[src/rtl/window_offset_gen_pkg.sv]
// Shared encodings for the window offset generator and its SAD consumers.
// Word-to-byte shift lives here so every stage agrees on it.
package window_offset_gen_pkg;

  typedef enum logic [1:0] {
    IDLE   = 2'd0,
    CHECK  = 2'd1,
    EMIT   = 2'd2,
    FINISH = 2'd3
  } wog_state_e;

  localparam int ADDR_SHIFT_DEF = 2;

endpackage

[src/rtl/window_offset_gen_scan_counter.sv]
// One raster axis: position counter, end-of-axis flag and byte offset.
// The offset is accumulated by a fixed stride, so no multiplier is needed.
module scan_counter #(
  parameter int DIM_W  = 16,
  parameter int ADDR_W = 32
) (
  input  logic              clk,
  input  logic              rst_n,
  input  logic              load,
  input  logic              clr,
  input  logic              inc,
  input  logic [DIM_W-1:0]  max_in,
  input  logic [ADDR_W-1:0] step_in,
  output logic [DIM_W-1:0]  cnt,
  output logic [ADDR_W-1:0] off,
  output logic [ADDR_W-1:0] off_nxt,
  output logic              at_max
);

  logic [DIM_W-1:0]  max_q;
  logic [ADDR_W-1:0] step_q;
  logic [DIM_W-1:0]  cnt_nxt;

  assign at_max = (cnt >= max_q);

  always_comb begin
    cnt_nxt = cnt;
    off_nxt = off;
    if (load || clr) begin
      cnt_nxt = '0;
      off_nxt = '0;
    end else if (inc) begin
      cnt_nxt = cnt + DIM_W'(1);
      off_nxt = off + step_q;
    end
  end

  always_ff @(posedge clk) begin
    if (!rst_n) begin
      cnt    <= '0;
      off    <= '0;
      max_q  <= '0;
      step_q <= '0;
    end else begin
      cnt <= cnt_nxt;
      off <= off_nxt;
      if (load) begin
        max_q  <= max_in;
        step_q <= step_in;
      end
    end
  end

endmodule

[src/rtl/window_offset_gen.sv]
// Raster-scans legal window origins and emits their byte offsets.
// Column axis steps first; row axis advances when the column wraps.
module window_offset_gen
  import window_offset_gen_pkg::*;
#(
  parameter int DIM_W      = 16,
  parameter int ADDR_W     = 32,
  parameter int ADDR_SHIFT = ADDR_SHIFT_DEF
) (
  input  logic              Clk,
  input  logic              Rst_n,
  input  logic              Start,
  input  logic [DIM_W-1:0]  frame_rows,
  input  logic [DIM_W-1:0]  frame_cols,
  input  logic [DIM_W-1:0]  win_rows,
  input  logic [DIM_W-1:0]  win_cols,
  output logic [ADDR_W-1:0] add4_out,
  output logic [DIM_W-1:0]  pos_row,
  output logic [DIM_W-1:0]  pos_col,
  output logic              pos_valid,
  input  logic              pos_ready,
  output logic              busy,
  output logic              done,
  output logic              err
);

  localparam logic [ADDR_W-1:0] COL_STEP =
    ADDR_W'(1) << ADDR_SHIFT;

  wog_state_e state_q, state_d;

  logic [DIM_W-1:0]  fr_q, fc_q, wr_q, wc_q;
  logic [ADDR_W-1:0] row_stride;
  logic [ADDR_W-1:0] row_off, col_off;
  logic [ADDR_W-1:0] row_off_nxt, col_off_nxt;
  logic              row_at_max, col_at_max;
  logic              bad, fire, load;
  logic              col_inc, row_inc, last;
  logic              valid_d, busy_d, done_d, err_d;

  assign bad = (fr_q == '0) || (fc_q == '0) ||
               (wr_q == '0) || (wc_q == '0) ||
               (wr_q > fr_q) || (wc_q > fc_q);

  assign row_stride = ADDR_W'(fc_q) << ADDR_SHIFT;
  assign fire    = pos_valid && pos_ready;
  assign load    = (state_q == CHECK) && !bad;
  assign col_inc = (state_q == EMIT) && fire && !col_at_max;
  assign row_inc = (state_q == EMIT) && fire &&
                   col_at_max && !row_at_max;
  assign last    = (state_q == EMIT) && fire &&
                   col_at_max && row_at_max;

  scan_counter #(.DIM_W(DIM_W), .ADDR_W(ADDR_W)) u_col (
    .clk     (Clk),
    .rst_n   (Rst_n),
    .load    (load),
    .clr     (row_inc),
    .inc     (col_inc),
    .max_in  (fc_q - wc_q),
    .step_in (COL_STEP),
    .cnt     (pos_col),
    .off     (col_off),
    .off_nxt (col_off_nxt),
    .at_max  (col_at_max)
  );

  scan_counter #(.DIM_W(DIM_W), .ADDR_W(ADDR_W)) u_row (
    .clk     (Clk),
    .rst_n   (Rst_n),
    .load    (load),
    .clr     (1'b0),
    .inc     (row_inc),
    .max_in  (fr_q - wr_q),
    .step_in (row_stride),
    .cnt     (pos_row),
    .off     (row_off),
    .off_nxt (row_off_nxt),
    .at_max  (row_at_max)
  );

  always_ff @(posedge Clk) begin
    if (!Rst_n) state_q <= IDLE;
    else        state_q <= state_d;
  end

  always_comb begin
    state_d = state_q;
    unique case (state_q)
      IDLE:   if (Start) state_d = CHECK;
      CHECK:  state_d = bad ? IDLE : EMIT;
      EMIT:   if (last) state_d = FINISH;
      FINISH: state_d = IDLE;
      default: state_d = IDLE;
    endcase
  end

  always_comb begin
    valid_d = 1'b0;
    busy_d  = 1'b0;
    done_d  = 1'b0;
    err_d   = 1'b0;
    unique case (state_q)
      IDLE:   busy_d = Start;
      CHECK: begin
        busy_d  = !bad;
        err_d   = bad;
        valid_d = !bad;
      end
      EMIT: begin
        busy_d  = 1'b1;
        valid_d = !last;
      end
      FINISH: done_d = 1'b1;
      default: busy_d = 1'b0;
    endcase
  end

  always_ff @(posedge Clk) begin
    if (!Rst_n) begin
      pos_valid <= 1'b0;
      busy      <= 1'b0;
      done      <= 1'b0;
      err       <= 1'b0;
      add4_out  <= '0;
      fr_q      <= '0;
      fc_q      <= '0;
      wr_q      <= '0;
      wc_q      <= '0;
    end else begin
      pos_valid <= valid_d;
      busy      <= busy_d;
      done      <= done_d;
      err       <= err_d;
      add4_out  <= row_off_nxt + col_off_nxt;
      if (state_q == IDLE && Start) begin
        fr_q <= frame_rows;
        fc_q <= frame_cols;
        wr_q <= win_rows;
        wc_q <= win_cols;
      end
    end
  end

endmodule
[config.mk]
export PLATFORM = sky130hd
export DESIGN_NAME = window_offset_gen
export DESIGN_NICKNAME = d
export VERILOG_FILES = /design/src/rtl/window_offset_gen_pkg.sv /design/src/rtl/window_offset_gen_scan_counter.sv /design/src/rtl/window_offset_gen.sv
export SDC_FILE = /design/constraint.sdc
export NUM_CORES = 1
export LEC_CHECK = 0
export CAP_MARGIN = 0
export CORE_MARGIN = 2
export CORE_UTILIZATION = 60
export CTS_CLUSTER_SIZE = 28
export DETAILED_ROUTE_END_ITERATION = 12
export HOLD_SLACK_MARGIN = 0.05
export PLACE_DENSITY_LB_ADDON = 0.2
export SLEW_MARGIN = 0
export SYNTH_ARGS = -nofsm -noshare
export SYNTH_HDL_FRONTEND = slang
export SYNTH_HIERARCHICAL = 1
export SYNTH_SLANG_ARGS = --single-unit
export TNS_END_PERCENT = 50
[constraint.sdc]
create_clock -name Clk -period 7.4 [get_ports Clk]
set_clock_uncertainty 0.2 [all_clocks]
set_input_delay 1.11 -clock Clk [delete_from_list [all_inputs] [get_ports Clk]]
set_output_delay 1.11 -clock Clk [all_outputs]
set_load 0.02 [all_outputs]
# --- Word-level counts from Yosys, hierarchy flattened ---
# Index checks and enable logic that the tools add are counted.
word_totals:
  wordCells: 73
  ff_bits: 247
  input_bits: 68
  out_inout_bits: 68
op_classes:
  mux: 11
  n_addsub: 7
  n_reduce_logical: 27
  order_cmp: 4
  eq_ne: 5
  bitwise_logic: 1
ops:
  columns: ["cell", "n"]
  rows:
  - ["$mux 32", 4]
  - ["$logic_not 16->1", 4]
  - ["$add 16x1->16 const B", 2]
  - ["$add 32x18->32", 1]
  - ["$add 32x3->32", 1]
  - ["$add 32x32->32", 1]
  - ["$ge 16x16->1", 2]
  - ["$gt 16x16->1", 2]
  - ["$sub 16x16->16", 2]
  - ["$logic_and 1x1->1", 8]
  - ["$pmux 2 s4", 1]
  - ["$logic_or 1x1->1", 6]
  - ["$mux 2", 3]
  - ["$eq 2x2->1 const B", 2]
  - ["$logic_not 1->1", 4]
  - ["$ne 2x2->1 const B", 2]
  - ["$reduce_and 2->1", 2]
  - ["$reduce_or 2->1", 2]
  - ["$pmux 1 s3", 1]
  - ["$eq 2x1->1 const B", 1]
  - ["$logic_not 2->1", 1]
  - ["$pmux 1 s2", 1]
  - ["$mux 1", 1]
  - ["$not 1->1", 1]

# --- Depth between registers and ports, before layout ---
# Gate-level depths: netlist of run 1.
logic_depth:
  ltp_word: 11
  depth_mapped: 26
  depth_no_buf: 22

# --- Modules after synthesis ---
# Netlist of run 1, hierarchy kept.
modules_own_cells:
  columns: ["mod", "instances", "seq_area_each_um2", "cells_each", "area_each_um2"]
  rows:
  - ["window_offset_gen", 1, 2042.0, 913, 6907.9]
  - ["scan_counter (u_row)", 1, 1921.8, 744, 6272.3]
  - ["scan_counter (u_col)", 1, 1921.8, 742, 6256.0]

# --- Least setup slack after synthesis of run 1 ---
# No wires, ideal clock.
synth_timing:
  kind: "flip-flop to flip-flop"
  start: "register wr_q[2]"
  end: "register add4_out[20]"
  n_path_buf: 2
  required_time_ns: 7.105
  stages_incl_launch_ff: 24
  slack_ns: 1.941
  t_arrival_ns: 5.164
  synth_period_minus_slack_ns: 5.459
  setup_ns: 0.095
  path_cell_list: "dfxtp_1 > inv_1 > ha_1 > nor2b_4 > o31a_1 > o32a_4 > a221o_1 > or3_1 > nand3_1 > inv_1 > clkbuf_1 > or2_2 > clkbuf_1 > nor2_1 > ha_1 > inv_1 > fa_1 > and2b_1 > o2111ai_1 > a2111oi_0 > nand2b_1 > nor4_1 > or2_2 > o311ai_1"
synth_between:
  word_cells_on_any_way: 12
  classes_between: "add/sub: 1; order compare: 1; mux: 2; reduce/logical: 8"
synth_rtl:
  columns: ["element", "line_no", "rtl"]
  rows:
  - ["start: declaration", "window_offset_gen.sv:32", "logic [DIM_W-1:0] fr_q, fc_q, wr_q, wc_q;"]
  - ["start signal: assignment", "window_offset_gen.sv:139", "wr_q <= win_rows;"]
  - ["branches (longest 3 deep; another with $gt 16x16->1)", null, null]
  - ["$logic_or 1x1->1 *", "window_offset_gen.sv:42", "(wr_q == '0) || (wc_q == '0) ||"]
  - ["$logic_or 1x1->1 *", "window_offset_gen.sv:43", "(wr_q > fr_q) || (wc_q > fc_q);"]
  - ["$logic_not 1->1 *", "window_offset_gen.sv:47", "assign load = (state_q == CHECK) && !bad;"]
  - ["$logic_and 1x1->1 *", "window_offset_gen.sv:47", null]
  - ["net load", "window_offset_gen.sv:37", "logic bad, fire, load;"]
  - ["$mux 32 *", "window_offset_gen_scan_counter.sv:29", "if (load || clr) begin"]
  - ["net row_off_nxt[0]", "window_offset_gen.sv:35", "logic [ADDR_W-1:0] row_off_nxt, col_off_nxt;"]
  - ["$add 32x32->32 *", "window_offset_gen.sv:135", "add4_out <= row_off_nxt + col_off_nxt;"]
  - ["end signal: assignment", "window_offset_gen.sv:135", null]
  - ["end: declaration", "window_offset_gen.sv:17", "output logic [ADDR_W-1:0] add4_out,"]
# Mark *: on every way through the listed nets, which the timed path passes.
# A chain may end at the register's enable or synchronous reset.

# --- Worst setup path in the final report of run 1 ---
layout_timing:
  start: "register wr_q[0]"
  end: "register add4_out[20]"
# The elaborated chain is that of the path after synthesis.

==> reports/results.ini, run 1 <==
[sta]
fin_crit_sh_pct = 85.27
fin_setup_tns_ns = 0
max_freq_ghz = 0.1585
rsz0062_at_grt = false
hold_ws_ns = 0.2722
hold_violations = 0
layout_min_cycle_time_ns = 6.310
worstMarginPinSlew_ns = 1.168
slew_headroom_pct = 21.88
timing.final.ws_setup_ns = 1.090
slew_violations = 0
setup_violations = 0

[min_path]
min_to = wc_q[5]$_SDFFE_PN0P_
worstHoldStart = wc_q[5]$_SDFFE_PN0P_
min_path_type = register to register
holdPathStages = 2

[floorplanning]
die_w_um = 184.0
die_area_um2 = 33850
initial_core_util_pct = 61.28
rows = 65
die_y_um = 184.0
ios = 136
core_um2 = 31720

[critical_path]
path_delay_family = simple AND/OR/NAND/NOR gates
crit_chain = ha_1, fa_1, nor2b_4, o31a_1, o32a_4, a221o_1, or3_1, nand3_1, inv_4, or2_2, nor2_1, ha_1, inv_1, fa_1, and2b_1, o2111ai_1, a2111oi_0, nand2b_1, nor4_1, or2_2, o311ai_1
path_buf_inv = 2
critical_path_required_ns = 7.64
reg2reg_depth = 21
cp_slowest_stage_delay_ns = 0.58
endpoint_kind = register
r2r_end = add4_out[20]$_SDFF_PN0_
r2r_slack_ns = 1.09
cp_max_fo = 31
crit_slowest_cell = or2_2
reg2reg_from = wr_q[0]$_SDFFE_PN0P_
crit_path_start_kind = register
arrival_ns = 6.55
worst-setup-path-type = register to register

[placement]
gp_congestion = 0.9624
portBuffers = 135
placed_area_um2 = 21060
dp_slack_ns = 1.144
hpwl_um = 39980

[synthesis]
syn_area_um2 = 19440
yosysUniqueCellTypes = 91
synth-edff-count = 0
yosys_warnings = 6
postSynthRegisterBits = 294
async_flop_share_pct = 0
synth_ff_type = dfxtp_1
yosysSeqAreaShare_pct = 30.28
syn-instance-count = 2399
avgSynthCellArea_um2 = 8.102

[final_layout]
nFillCells = 2580
diodes = 0
area.sequential_um2 = 5886
stdcell_area_um2 = 22290
final_nets = 2736
drive_gt1_share_pct = 4.282
multi_input_area_um2 = 12830
area_growth_pct = 14.70
finish.utilization_pct = 70.28

[power]
power.density_nw_per_um2 = 182.9
ir_drop_uv = 207.1
p_leak_nw = 8.639

[global_routing]
grt.overflow.total = 0
grtUsageTotal_pct = 31.56
antenna_found_initial = 0
grt_max_degree = 90
grt_pass1_vias = 16720
grt_pass1_wl_um = 86480

[detailed_routing]
post-route-drc-count = 0
avgRoutedWirePerCell_um = 18.45
drt_wl_total_um = 53950
drt.antenna.violating_nets = 0
drtIter0Drc = 1589
avgViaCountPerCell = 6.063
vias = 17730
first_pass_iters = 6

[clocking]
cts_tree = done
htreeDepth = 2
root_buffer = clkbuf_16
clock_latency_ns = 0.53
post_cts_resized = 0
holdBufCountCts = 0
clockBufferDepth = 3
path_clk_slew_ns = 0.06
cts_inserted_buffers = 36
post-cts-setup-buffers = 0
cts.sinks = 294

[job]
cap_viol_max_count = 0

[outcome]
status = finished clean

==> cells by family after synthesis <==
| logic type | Yosys count | share of synthesized area, % |
|---|---|---|
| AND/OR/NAND/NOR | 900 | 23.25 |
| AO/OA/AOI/OAI | 550 | 18.37 |
| flip-flops | 294 | 30.28 |
| buffers and inverters | 233 | 4.706 |
| adder cells (fa/ha/maj) | 169 | 11.07 |
| multiplexers | 146 | 7.545 |
| XOR/XNOR | 105 | 4.732 |
| other | 2 | 0.03864 |
==> power breakdown <==
part / leakage [nW] / switching, mW / internal (mW)
Clock: 0.608 / 0.703 / 1.15
Sequential: 2.38 / 0.0416 / 1.62
Combinational: 5.65 / 0.315 / 0.238
Total: 8.64 / 1.06 / 3.02
==> state kept, by name (all words and copies together), names as in the netlist, 32 cells and up, named ones only <==
register and flops:
add4_out 32, u_col/off 32, u_col/step_q 32, u_row/off 32
u_row/step_q 32
==> layout make-up <==
class,instances,area share (%)
tap,402,2.256
clock inverter,14,0.9149
inverter,102,1.729
clock buffer,47,4.636
sequential,294,26.40
multi-input combinational,1920,57.56
timing repair buffer,145,6.499
==> worst reg2reg max path, delay by kind of cell, from the launching register on <==
| kind | cells | cell delay, ns |
|---|---|---|
| AO/OA/AOI/OAI | 6 | 1.88 |
| adder cells (fa/ha/maj) | 4 | 1.05 |
| buffers and inverters | 2 | 0.23 |
| flip-flops | 1 | 0.36 |
| AND/OR/NAND/NOR | 9 | 2.50 |
==> layer usage <==
| metal | share of wire, % | up-vias | GRT usage, % |
|---|---|---|---|
| met4 | 2.3 | 0 | 8.224 |
| met3 | 5.7 | 99 | 3.843 |
| met1 | 45 | 8364 | 43.66 |
| li1 | - | 8690 | - |
| met5 | 0 | - | 0 |
| met2 | 47 | 576 | 52.11 |
==> how the worst max path moves through the flow <==
| stage | start | to | slack [ns] | cells after the start |
|---|---|---|---|---|
| global route | wr_q[0]$_SDFFE_PN0P_ | add4_out[30]$_SDFF_PN0_ | 0.74 | 21 |
| detailed placement | wr_q[0]$_SDFFE_PN0P_ | add4_out[20]$_SDFF_PN0_ | 1.14 | 21 |
| finish | wr_q[0]$_SDFFE_PN0P_ | add4_out[20]$_SDFF_PN0_ | 1.09 | 21 |
| CTS | wr_q[0]$_SDFFE_PN0P_ | add4_out[20]$_SDFF_PN0_ | 1.12 | 21 |
| global placement | fr_q[0]$_SDFFE_PN0P_ | add4_out[30]$_SDFF_PN0_ | 1.32 | 22 |
| floorplan | wr_q[2]$_SDFFE_PN0P_ | add4_out[20]$_SDFF_PN0_ | 1.94 | 23 |
==> cell usage in the layout (no fill, tap or decap), drive strengths merged, types with 14 or more instances in the layout <==
cell,instances
dfxtp,294
nand2,259
a21oi,206
nor2,196
ha,164
mux2i,142
clkdlybuf4s50,134
nor2b,114
inv,102
o21ai,89
nand4,68
xor2,55
xnor2,50
conb,50
nand3,47
clkbuf,47
a21o,39
and2,35
nor3,34
o21a,31
nand2b,29
o211ai,26
nor4,26
a211oi,25
nand3b,23
and3,23
o22ai,14
==> through the flow <==
| stage | instances | total power, mW |
|---|---|---|
| after floorplan | 2447 | 2.084 |
| after global placement | 2863 | 2.231 |
| after detailed placement | 2863 | 2.243 |
| after CTS | 2924 | 4.097 |
| after global routing | 2924 | 4.226 |
| final | 2924 | 4.077 |
==> synthesized netlist by cell type, drive strengths merged (5+ instances only) <==
master / instances / share of area [%]
o31a: 7 / 0.32
or4: 5 / 0.21
nand2b: 29 / 0.93
o21ai: 89 / 2.3
o41ai: 7 / 0.39
o21a: 31 / 1.2
and2: 35 / 1.1
mux2i: 142 / 7.3
a2111oi: 11 / 0.56
or4b: 7 / 0.36
o21bai: 12 / 0.46
buf: 42 / 1.0
or3: 13 / 0.42
nand3b: 23 / 0.89
nor2b: 114 / 3.7
o2111ai: 7 / 0.32
o22ai: 14 / 0.45
a211oi: 25 / 0.97
clkbuf: 89 / 1.7
nor4: 26 / 0.84
nand3: 47 / 1.2
fa: 5 / 0.52
xnor2: 50 / 2.3
nor3: 34 / 0.88
a211o: 11 / 0.50
nand2: 259 / 5.1
nand4: 68 / 2.2
o31ai: 5 / 0.19
a21boi: 5 / 0.25
a21oi: 206 / 5.3
xor2: 55 / 2.5
ha: 164 / 11
dfxtp: 294 / 30
inv: 102 / 2.0
o211ai: 26 / 1.0
a22oi: 7 / 0.27
a31oi: 13 / 0.42
nor2: 196 / 3.8
nor3b: 9 / 0.35
a41oi: 6 / 0.41
a21o: 39 / 1.5
and3: 23 / 0.75
(Power assumes the default switching activity.)
==> inputs of run 2 (changes only) <==
CORE_UTILIZATION = 25   (was 60)
==> run 2 against run 1 <==
Global-route usage decreased by 17 points. Sequential share of layout area decreased by 1.2 points. Final cell count rose by 22%. First-iteration DRC count is 34% lower. Via count decreased by 1.9%. Die area is 140% higher. Maximum frequency down 2.1%. Worst hold slack gained 0.0021 ns. Design area grew 4.8%. Critical path depth is 2 lower. Total power increased by 9.0%. Sequential power about the same. Largest cell class unchanged.
==> reports/results.ini, run 2 (synthesis gave the netlist of run 1 again) <==
[outcome]
status = finished clean  ; unchanged

[global_routing]
grt.overflow.total = 0  ; unchanged
antenna_found_initial = 0  ; unchanged
grt_pass1_vias = 16710  ; was 16.72k
grtUsageTotal_pct = 14.93  ; was 31.56%
grt_max_degree = 108  ; was 90
grt_pass1_wl_um = 94960  ; was 86480 um

[sta]
slew_headroom_pct = 26.83  ; was 21.88%
slew_violations = 0  ; unchanged
rsz0062_at_grt = false  ; unchanged
setup_violations = 0  ; unchanged
fin_setup_tns_ns = 0  ; unchanged
worstMarginPinSlew_ns = 1.095  ; was 1.168 ns
max_freq_ghz = 0.1551  ; was 0.1585 GHz
hold_violations = 0  ; unchanged
layout_min_cycle_time_ns = 6.448  ; was 6.310 ns
fin_crit_sh_pct = 87.13  ; was 85.27%
timing.final.ws_setup_ns = 0.9523  ; was 1.090 ns

[power]
power.density_nw_per_um2 = 190.1  ; was 182.9 nW/um2
seq_power_share_pct = 37.5  ; was 40.9%
combPwrFrac_pct = 13.0  ; was 13.6%
p_int_mw = 3.284  ; was 3.017 mW
swShare_pct = 26.08  ; was 25.99%
pwr-share-clk_pct = 49.6  ; was 45.6%
p_switching_mw = 1.159  ; was 1.060 mW
ir_drop_uv = 128.1  ; was 207.1 uV
p_leak_nw = 8.781  ; was 8.639 nW

[critical_path]
worst-setup-path-type = register to register  ; unchanged
r2r_slack_ns = 0.95  ; was 1.09 ns
crit_path_start_kind = register  ; unchanged
arrival_ns = 6.73  ; was 6.55 ns
crit_chain = ha_1, fa_1, nor2b_4, o31a_1, o32a_4, a221o_1, or3_1, nand3_1, inv_4, or2_2, a211oi_1, ha_1, o21ai_0, o21ai_0, a21oi_1, o31ai_1, a21oi_1, o41ai_1, mux2i_1  ; was ha_1, fa_1, nor2b_4, o31a_1, o32a_4, a221o_1, or3_1, nand3_1, inv_4, or2_2, nor2_1, ha_1, inv_1, fa_1, and2b_1, o2111ai_1, a2111oi_0, nand2b_1, nor4_1, or2_2, o311ai_1
cp_slowest_stage_delay_ns = 0.57  ; was 0.58 ns
crit_slowest_cell = or2_2  ; unchanged
cp_max_fo = 30  ; was 31
endpoint_kind = register  ; unchanged
critical_path_required_ns = 7.68  ; was 7.64 ns

[final_layout]
area_growth_pct = 20.25  ; was 14.70%
layout_common_cells = dfxtp_1, nand2_1, a21oi_1  ; unchanged
final_common_cell = dfxtp_1  ; unchanged
final_nets = 2746  ; was 2736
drive_gt1_share_pct = 4.925  ; was 4.282%

[floorplanning]
ios = 136  ; unchanged
rows = 102  ; was 65
die_area_um2 = 79990  ; was 33850 um2
core_um2 = 77210  ; was 31720 um2
die_w_um = 282.8  ; was 184.0 um
initial_core_util_pct = 25.17  ; was 61.28%
die_y_um = 282.8  ; was 184.0 um

[detailed_routing]
drt_wl_total_um = 61180  ; was 53950 um
post-route-drc-count = 0  ; unchanged
first_pass_iters = 5  ; was 6
vias = 17400  ; was 17.73k
drt.antenna.violating_nets = 0  ; unchanged
avgRoutedWirePerCell_um = 17.09  ; was 18.45 um
drtIter0Drc = 1050  ; was 1589
avgViaCountPerCell = 4.861  ; was 6.063

[job]
cap_viol_max_count = 0  ; unchanged

[clocking]
clock_latency_ns = 0.56  ; was 0.53 ns
root_buffer = clkbuf_16  ; unchanged
path_clk_slew_ns = 0.06  ; about the same
cts.sinks = 294  ; unchanged
cts_tree = done  ; unchanged
clockBufferDepth = 3  ; unchanged
post-cts-setup-buffers = 0  ; unchanged
post_cts_resized = 0  ; unchanged
cts_inserted_buffers = 39  ; was 36
htreeDepth = 2  ; unchanged
holdBufCountCts = 0  ; unchanged

[placement]
dp_slack_ns = 0.9999  ; was 1.144 ns
gp_congestion = 0.8850  ; was 0.9624
hpwl_um = 46860  ; was 39980 um
portBuffers = 135  ; unchanged

[min_path]
min_path_type = register to register  ; unchanged

==> run 2: cell types whose count changed in the layout (fill, tap and decap cells not counted), moves of 2 or more <==
cell | before | now
clkbuf_16 | 37 | 39
bufinv_16 | 5 | 12
clkbuf_8 | 7 | 3
clkinvlp_4 | 2 | 4
buf_12 | 2 | 0
buf_4 | 9 | 18
clkinv_2 | 6 | 9
clkinv_8 | 0 | 2
==> run 2: layout make-up <==
class	count	area, um2
multi-input cells	1920	12830
inverters	102	386.6
diodes	1	2.502
fillers	8194	53840
clock inverters	26	462.9
clock buffers	44	1025
well taps	1040	1301
repair buffers	152	1476
flip-flops and latches	294	5886
==> run 2: path summary, 6_finish.rpt <==
| kind | start | end | cells past startpoint |
|---|---|---|---|
| max | wr_q[0]$_SDFFE_PN0P_ | add4_out[29]$_SDFF_PN0_ | 19 |
| min reg2reg | wr_q[11]$_SDFFE_PN0P_ | wr_q[11]$_SDFFE_PN0P_ | 2 |
| min | wr_q[11]$_SDFFE_PN0P_ | wr_q[11]$_SDFFE_PN0P_ | 2 |
| max reg2reg | wr_q[0]$_SDFFE_PN0P_ | add4_out[29]$_SDFF_PN0_ | 19 |
==> run 2: critical path: cells and delay by family (launching register included) <==
kind	cells	cell delay (ns)
buffers and inverters	1	0.15
multiplexers	1	0.22
AND/OR/NAND/NOR	4	1.31
AO/OA/AOI/OAI	10	3.32
adder cells (fa/ha/maj)	3	0.78
flip-flops	1	0.37
==> run 2: per-layer routing <==
metal	GRT usage, %	share of wire, %	vias to the layer above
li1	-	-	8718
met1	20.73	48	8292
met2	24.15	46	320
met3	2.256	4.4	68
met4	3.663	2.1	0
met5	0	0	-
==> run 2: power by group through the flow <==
stage                     combinational, mW  clock, mW  sequential (mW)
after floorplan                       0.401          0             1.68
after global placement                0.573          0             1.70
after detailed placement              0.577          0             1.70
after CTS                             0.581       2.28             1.66
after global routing                  0.639       2.33             1.67
final                                 0.576       2.20             1.66
==> run 2: metrics by stage <==
stage	cells	cell area [um2]	hold WS, ns	power [mW]	util, %
after floorplan	2447	19620	0.2490	2.084	-
after global placement	3508	21880	0.2630	2.271	28.34
after detailed placement	3508	21880	0.2664	2.277	28.34
after CTS	3578	23370	0.2764	4.524	30.27
after global routing	3578	23370	0.2924	4.642	30.27
final	3579	23370	0.2743	4.442	30.27
